## config.mk

```make
export PLATFORM = sky130hd
export DESIGN_NAME = keep_packer
export DESIGN_NICKNAME = d
export VERILOG_FILES = /design/src/rtl/keep_packer_pkg.sv /design/src/rtl/keep_packer_lane_compactor.sv /design/src/rtl/keep_packer.sv
export SDC_FILE = /design/constraint.sdc
export NUM_CORES = 1
export LEC_CHECK = 0
export ABC_AREA = 1
export CELL_PAD_IN_SITES_DETAIL_PLACEMENT = 1
export CELL_PAD_IN_SITES_GLOBAL_PLACEMENT = 1
export CORE_MARGIN = 3
export CORE_UTILIZATION = 41
export DETAILED_ROUTE_END_ITERATION = 16
export PLACE_DENSITY = 0.83
export SYNTH_ARGS = -nofsm -noshare
export SYNTH_HDL_FRONTEND = slang
export SYNTH_SLANG_ARGS = --single-unit
```

## constraint.sdc

```tcl
create_clock -name clk -period 5.1 [get_ports clk]
set_input_delay 1.02 -clock clk [delete_from_list [all_inputs] [get_ports clk]]
set_output_delay 1.02 -clock clk [all_outputs]
set_load 0.005 [all_outputs]
```

## src/rtl/keep_packer_pkg.sv

```systemverilog
// Shared types and helpers for keep_packer: FSM state encoding, lane popcount
// and contiguous keep-mask generation, sized for up to KP_MAX_LANES lanes.
package keep_packer_pkg;

  typedef enum logic {
    ACCUM = 1'b0,
    FLUSH = 1'b1
  } kp_state_e;

  localparam int unsigned KP_MAX_LANES = 32;
  localparam int unsigned KP_CNT_W     = 8;

  function automatic logic [KP_CNT_W-1:0] kp_popcount(input logic [KP_MAX_LANES-1:0] v);
    logic [KP_CNT_W-1:0] n;
    n = '0;
    for (int i = 0; i < KP_MAX_LANES; i++) begin
      if (v[i]) n = n + KP_CNT_W'(1);
    end
    return n;
  endfunction

  // Lanes [0, n) set, everything above cleared.
  function automatic logic [KP_MAX_LANES-1:0] kp_keep_mask(input logic [KP_CNT_W-1:0] n);
    logic [KP_MAX_LANES-1:0] m;
    for (int i = 0; i < KP_MAX_LANES; i++) begin
      m[i] = (KP_CNT_W'(i) < n);
    end
    return m;
  endfunction

endpackage

```

## src/rtl/keep_packer_lane_compactor.sv

```systemverilog
// Combinational lane compactor: moves kept lanes down to the lowest indices in
// ascending order and reports how many lanes were kept.
module lane_compactor #(
  parameter int KEEP_WIDTH   = 3,
  parameter int T_DATA_WIDTH = 1,
  parameter int CNT_W        = $clog2(KEEP_WIDTH + 1)
) (
  input  logic [KEEP_WIDTH-1:0]   keep_i,
  input  logic [T_DATA_WIDTH-1:0] lanes_i [KEEP_WIDTH],
  output logic [T_DATA_WIDTH-1:0] dense_o [KEEP_WIDTH],
  output logic [CNT_W-1:0]        count_o
);
  import keep_packer_pkg::*;

  logic [CNT_W-1:0] acc;
  logic [CNT_W-1:0] pos [KEEP_WIDTH];

  assign count_o = CNT_W'(kp_popcount(KP_MAX_LANES'(keep_i)));

  // pos[i] is the destination slot of lane i: number of kept lanes below it.
  always_comb begin
    acc = '0;
    for (int i = 0; i < KEEP_WIDTH; i++) begin
      pos[i] = acc;
      if (keep_i[i]) acc = acc + CNT_W'(1);
    end
  end

  always_comb begin
    for (int o = 0; o < KEEP_WIDTH; o++) begin
      dense_o[o] = '0;
      for (int i = 0; i < KEEP_WIDTH; i++) begin
        if (keep_i[i] && (pos[i] == CNT_W'(o))) dense_o[o] = lanes_i[i];
      end
    end
  end

endmodule

```

## src/rtl/keep_packer.sv

```systemverilog
// AXI-Stream keep compactor: removes keep holes and merges lanes across beats.
// Optional statistics counters are enabled with `define KEEP_PACKER_STATS_EN.
module keep_packer #(
  parameter int KEEP_WIDTH   = 3,
  parameter int T_DATA_WIDTH = 1,
  parameter int CNT_WIDTH    = $clog2(2 * KEEP_WIDTH + 1)
) (
  input  logic                    clk,
  input  logic                    rst_n,
  input  logic                    s_valid_i,
  input  logic                    s_last_i,
  input  logic [KEEP_WIDTH-1:0]   s_keep_i,
  input  logic [T_DATA_WIDTH-1:0] s_data_i [KEEP_WIDTH],
  output logic                    s_ready_o,
  output logic                    m_valid_o,
  input  logic                    m_ready_i,
  output logic                    m_last_o,
  output logic [KEEP_WIDTH-1:0]   m_keep_o,
  output logic [T_DATA_WIDTH-1:0] m_data_o [KEEP_WIDTH]
`ifdef KEEP_PACKER_STATS_EN
  ,
  output logic [31:0]             pkt_count_o,
  output logic [31:0]             drop_count_o
`endif
);
  import keep_packer_pkg::*;

  localparam int BUF_LANES = 2 * KEEP_WIDTH;
  localparam logic [CNT_WIDTH-1:0] KW_C = CNT_WIDTH'(KEEP_WIDTH);

  kp_state_e              state_q, state_d;
  logic [CNT_WIDTH-1:0]   cnt_q, cnt_d;
  logic [T_DATA_WIDTH-1:0] buf_q   [BUF_LANES];
  logic [T_DATA_WIDTH-1:0] buf_d   [BUF_LANES];
  logic [T_DATA_WIDTH-1:0] shifted [BUF_LANES];
  logic [T_DATA_WIDTH-1:0] dense   [KEEP_WIDTH];
  logic [CNT_WIDTH-1:0]   pc;
  logic [CNT_WIDTH-1:0]   base;
  logic                   pop;
  logic                   push;

  lane_compactor #(
    .KEEP_WIDTH  (KEEP_WIDTH),
    .T_DATA_WIDTH(T_DATA_WIDTH),
    .CNT_W       (CNT_WIDTH)
  ) u_compactor (
    .keep_i (s_keep_i),
    .lanes_i(s_data_i),
    .dense_o(dense),
    .count_o(pc)
  );

  // Master side is decoded purely from registered state; nothing from s_* reaches m_*.
  assign m_valid_o = (state_q == FLUSH) || (cnt_q >= KW_C);
  assign m_last_o  = (state_q == FLUSH) && (cnt_q <= KW_C);

  always_comb begin
    m_keep_o = '0;
    if (state_q == FLUSH) begin
      m_keep_o = m_last_o ? KEEP_WIDTH'(kp_keep_mask(KP_CNT_W'(cnt_q))) : '1;
    end else if (m_valid_o) begin
      m_keep_o = '1;
    end
  end

  always_comb begin
    for (int i = 0; i < KEEP_WIDTH; i++) m_data_o[i] = buf_q[i];
  end

  assign pop       = m_valid_o && m_ready_i;
  assign s_ready_o = rst_n && (state_q == ACCUM) && ((cnt_q < KW_C) || pop);
  assign push      = s_valid_i && s_ready_o;

  always_comb begin
    for (int i = 0; i < BUF_LANES; i++) begin
      shifted[i] = (i < KEEP_WIDTH) ? buf_q[i + KEEP_WIDTH] : '0;
    end
  end

  always_comb begin
    state_d = state_q;
    cnt_d   = cnt_q;
    buf_d   = buf_q;
    base    = cnt_q;
    case (state_q)
      ACCUM: begin
        if (pop) begin
          buf_d = shifted;
          base  = cnt_q - KW_C;
        end
        cnt_d = base;
        if (push) begin
          // Append the compacted lanes right after what survives the pop.
          for (int i = 0; i < BUF_LANES; i++) begin
            for (int k = 0; k < KEEP_WIDTH; k++) begin
              if (((base + CNT_WIDTH'(k)) == CNT_WIDTH'(i)) && (CNT_WIDTH'(k) < pc)) begin
                buf_d[i] = dense[k];
              end
            end
          end
          cnt_d = base + pc;
          if (s_last_i) state_d = FLUSH;
        end
      end
      FLUSH: begin
        if (m_ready_i) begin
          buf_d = shifted;
          if (m_last_o) begin
            cnt_d   = '0;
            state_d = ACCUM;
          end else begin
            cnt_d = cnt_q - KW_C;
          end
        end
      end
      default: begin
        state_d = ACCUM;
        cnt_d   = '0;
      end
    endcase
  end

  always_ff @(posedge clk) begin
    if (!rst_n) begin
      state_q <= ACCUM;
      cnt_q   <= '0;
      for (int i = 0; i < BUF_LANES; i++) buf_q[i] <= '0;
    end else begin
      state_q <= state_d;
      cnt_q   <= cnt_d;
      buf_q   <= buf_d;
    end
  end

`ifdef KEEP_PACKER_STATS_EN
  logic [31:0] pkt_count_q;
  logic [31:0] drop_count_q;

  always_ff @(posedge clk) begin
    if (!rst_n) begin
      pkt_count_q  <= '0;
      drop_count_q <= '0;
    end else begin
      if (m_valid_o && m_ready_i && m_last_o) pkt_count_q <= pkt_count_q + 32'd1;
      if (push && (s_keep_i == '0) && !s_last_i) drop_count_q <= drop_count_q + 32'd1;
    end
  end

  assign pkt_count_o  = pkt_count_q;
  assign drop_count_o = drop_count_q;
`endif

endmodule

```

==> run summary <==
Max Root-Sink Buffers: 2
Worst Hold Depth: 2
worst reg2reg setup slack: 2.46 ns
Core Area: 3180 um2
layout cell share with drive strength beyond 1: 12.6%
RSZ-0062 raised after global routing: no
max-slew violations: 0
via count: 1563
final hold viol count: 0
post-DR wirelength/cell: 13.9 um
I/O Buffers: 19
fmax: 0.273 GHz
count of cell types in the netlist: 31
post-DR vias/cell: 5.26
Clock Tree Root: clkbuf_4
post-route ant nets: 0
PD cells: 313 nW/um2
total wire length: 4120 um
first-pass GRT wire length: 7220 um
worst-path maximum fanout: 6
Final GP Congestion: 0.843
switching share of power: 51.1%
grt met2 use: 35.4%
synth cell count leaders: 61 x nand2_1, 38 x inv_1, 28 x nand3_1
min-delay src: cnt_q[2]
setup tns final: 0 ns
Starting Density: 45.0%
Seq/Total Area, Yosys: 14.0%
utilization after layout: 51.7%
Final HPWL DP: 3380 um
Die Ht: 65.0 um
Mapped Nets: 259
H-tree Lvls: 1
die area: 4230 um2
FF-to-FF End: cnt_q[2]
internal power: 251 uW
share of flip-flops with an asynchronous set or reset: 0%
most frequent cell after synthesis: nand2_1
Layout Skew: 0.00675 ns
Crit Path Category: in -> out
met3 Usage GRT: 1.21%
Mapped Cells: 239
Startpoint Class: input pin
Clock Power Share: 11.1%
prevailing post-synth register cell: dfxtp_1
FP Rows: 20
hold endpoint: cnt_q[2]
Comb pwr share: 68.4%
DRT Pass-1 Iters: 4
Slew headroom: 65.4%
Psw: 262 uW
worst hold-check path type: reg -> reg
dominant cells by area after synthesis: nand2_1 16%, dfxtp_1 14%, inv_1 10%
final setup vio count: 0
vias in the first global route: 1578
Worst-Skew Late Latency: 0.27 ns
outcome: finished, final reports clean
Initial DRC Count: 97
Die W: 65.0 um
initial antenna violation count: 0
WP data required: 4.08 ns
CTS tree: done
register share of total power: 20.6%
Max rail drop VDD: 116 uV
drc violations: 0
Yosys Warn Count: 0
Ports: 20
Slew @ Worst Pin: 0.513 ns
Tmin final: 3.66 ns
Worst-path clk slew: 0.07 ns
crit path capture type: output pin
Setup Buffers After CTS: 0
largest net degree at the start of global routing: 15
max-cap violation count: 0
gr busiest metal: met2
Hold WS: 0.606 ns
hold-fix buffers at CTS: 0
Syn Area/Cell: 5.98 um2
CP Data Arrival Time: 2.64 ns
Layout area overhead: 15.0%
Pleak: 0.778 nW
Clock Sinks: 10
Worst R2R Start: cnt_q[0]
R2R depth: 15
Synth area leader: nand2_1
Nets: 275
Resized Gates After CTS: 0
Global Route met1 Usage: 30.1%
Post-synth EDFFs: 0
final period utilization: 71.8%
grt ovf: 0
Post-Syn Area: 1430 um2
Inserted Diodes: 0
Synth Register Bits: 10
share of the synthesized area in the top cell type: 16.0%
number of buffers created by CTS: 3
Total GRT Usage: 21.3%
-- state kept, by name, indices dropped and copies added, names as in the netlist --
signal	count
state_q	1
m_data_o	3
buf_q	3
cnt_q	3
-- routing by layer --
metal / up-vias / routed length (um)
met4: 0 / 45
met5: - / 0
met1: 730 / 2070
li1: 798 / -
met3: 5 / 126
met2: 30 / 1870
-- how the worst max path moves through the flow --
stage,startpoint,to,slack [ns],depth (start not counted)
6_report,rst_n,s_ready_o,1.44,6
4_1_cts,rst_n,s_ready_o,1.45,6
3_3_place_gp,rst_n,s_ready_o,1.54,6
3_5_place_dp,rst_n,s_ready_o,1.46,6
2_1_floorplan,s_keep_i[0],cnt_q[2],2.39,9
5_1_grt,rst_n,s_ready_o,1.33,6
-- cell usage in the layout (no fill, tap or decap), types with 2 or more instances in the layout --
cell             instances
nand4_1                  5
a31oi_1                  6
a21oi_1                  6
o211ai_1                 3
clkbuf_4                 3
clkdlybuf4s50_1         19
nand2_2                  8
or2_2                    2
inv_1                   38
ha_1                     7
nand3_1                 28
fa_1                     2
nor3_1                   3
nand2_4                  5
inv_2                    2
nor2_2                   3
o21ai_0                 15
nor2_1                  15
nor2_4                   4
nand2_1                 61
dfxtp_1                 10
-- power groups by stage --
stage | registers (mW) | logic [mW] | clock network [mW]
CTS | 0.106 | 0.354 | 0.0561
floorplan | 0.102 | 0.260 | 0
finish | 0.106 | 0.351 | 0.0568
global placement | 0.107 | 0.344 | 0
detailed placement | 0.107 | 0.352 | 0
global route | 0.109 | 0.399 | 0.0596
-- layout make-up --
type	count	area [um2]
well taps	44	55.1
flip-flops and latches	10	200
inverters	40	150
repair buffers	19	190
multi-input cells	181	1020
fillers	472	1540
clock buffers	3	22.5
-- worst max-delay path, cell delays in order --
cell	delay (ns)
clkdlybuf4s50_1	0.57
inv_1	0.15
nor2_1	0.16
inv_1	0.08
a21oi_2	0.14
clkdlybuf4s50_1	0.52
-- stage by stage --
step	power (mW)	cells	setup WS (ns)	cell area, um2
after floorplan	0.363	239	2.39	1430
after global routing	0.568	297	1.33	1640
after detailed placement	0.459	294	1.46	1620
final	0.514	297	1.44	1640
after CTS	0.515	297	1.45	1640
after global placement	0.451	294	1.54	1620
-- kinds of logic (layout without fill, tap and decap cells) --
logic type / Yosys count / count (layout) / share of synthesized area, %
buffers and inverters: 48 / 62 / 14.3
AOI/OAI and AO/OA: 34 / 34 / 13.8
adders and majority gates: 9 / 9 / 8.93
and+or+nand+nor: 138 / 138 / 48.9
DFF: 10 / 10 / 14.0
Power figures use the tool's default switching activity.
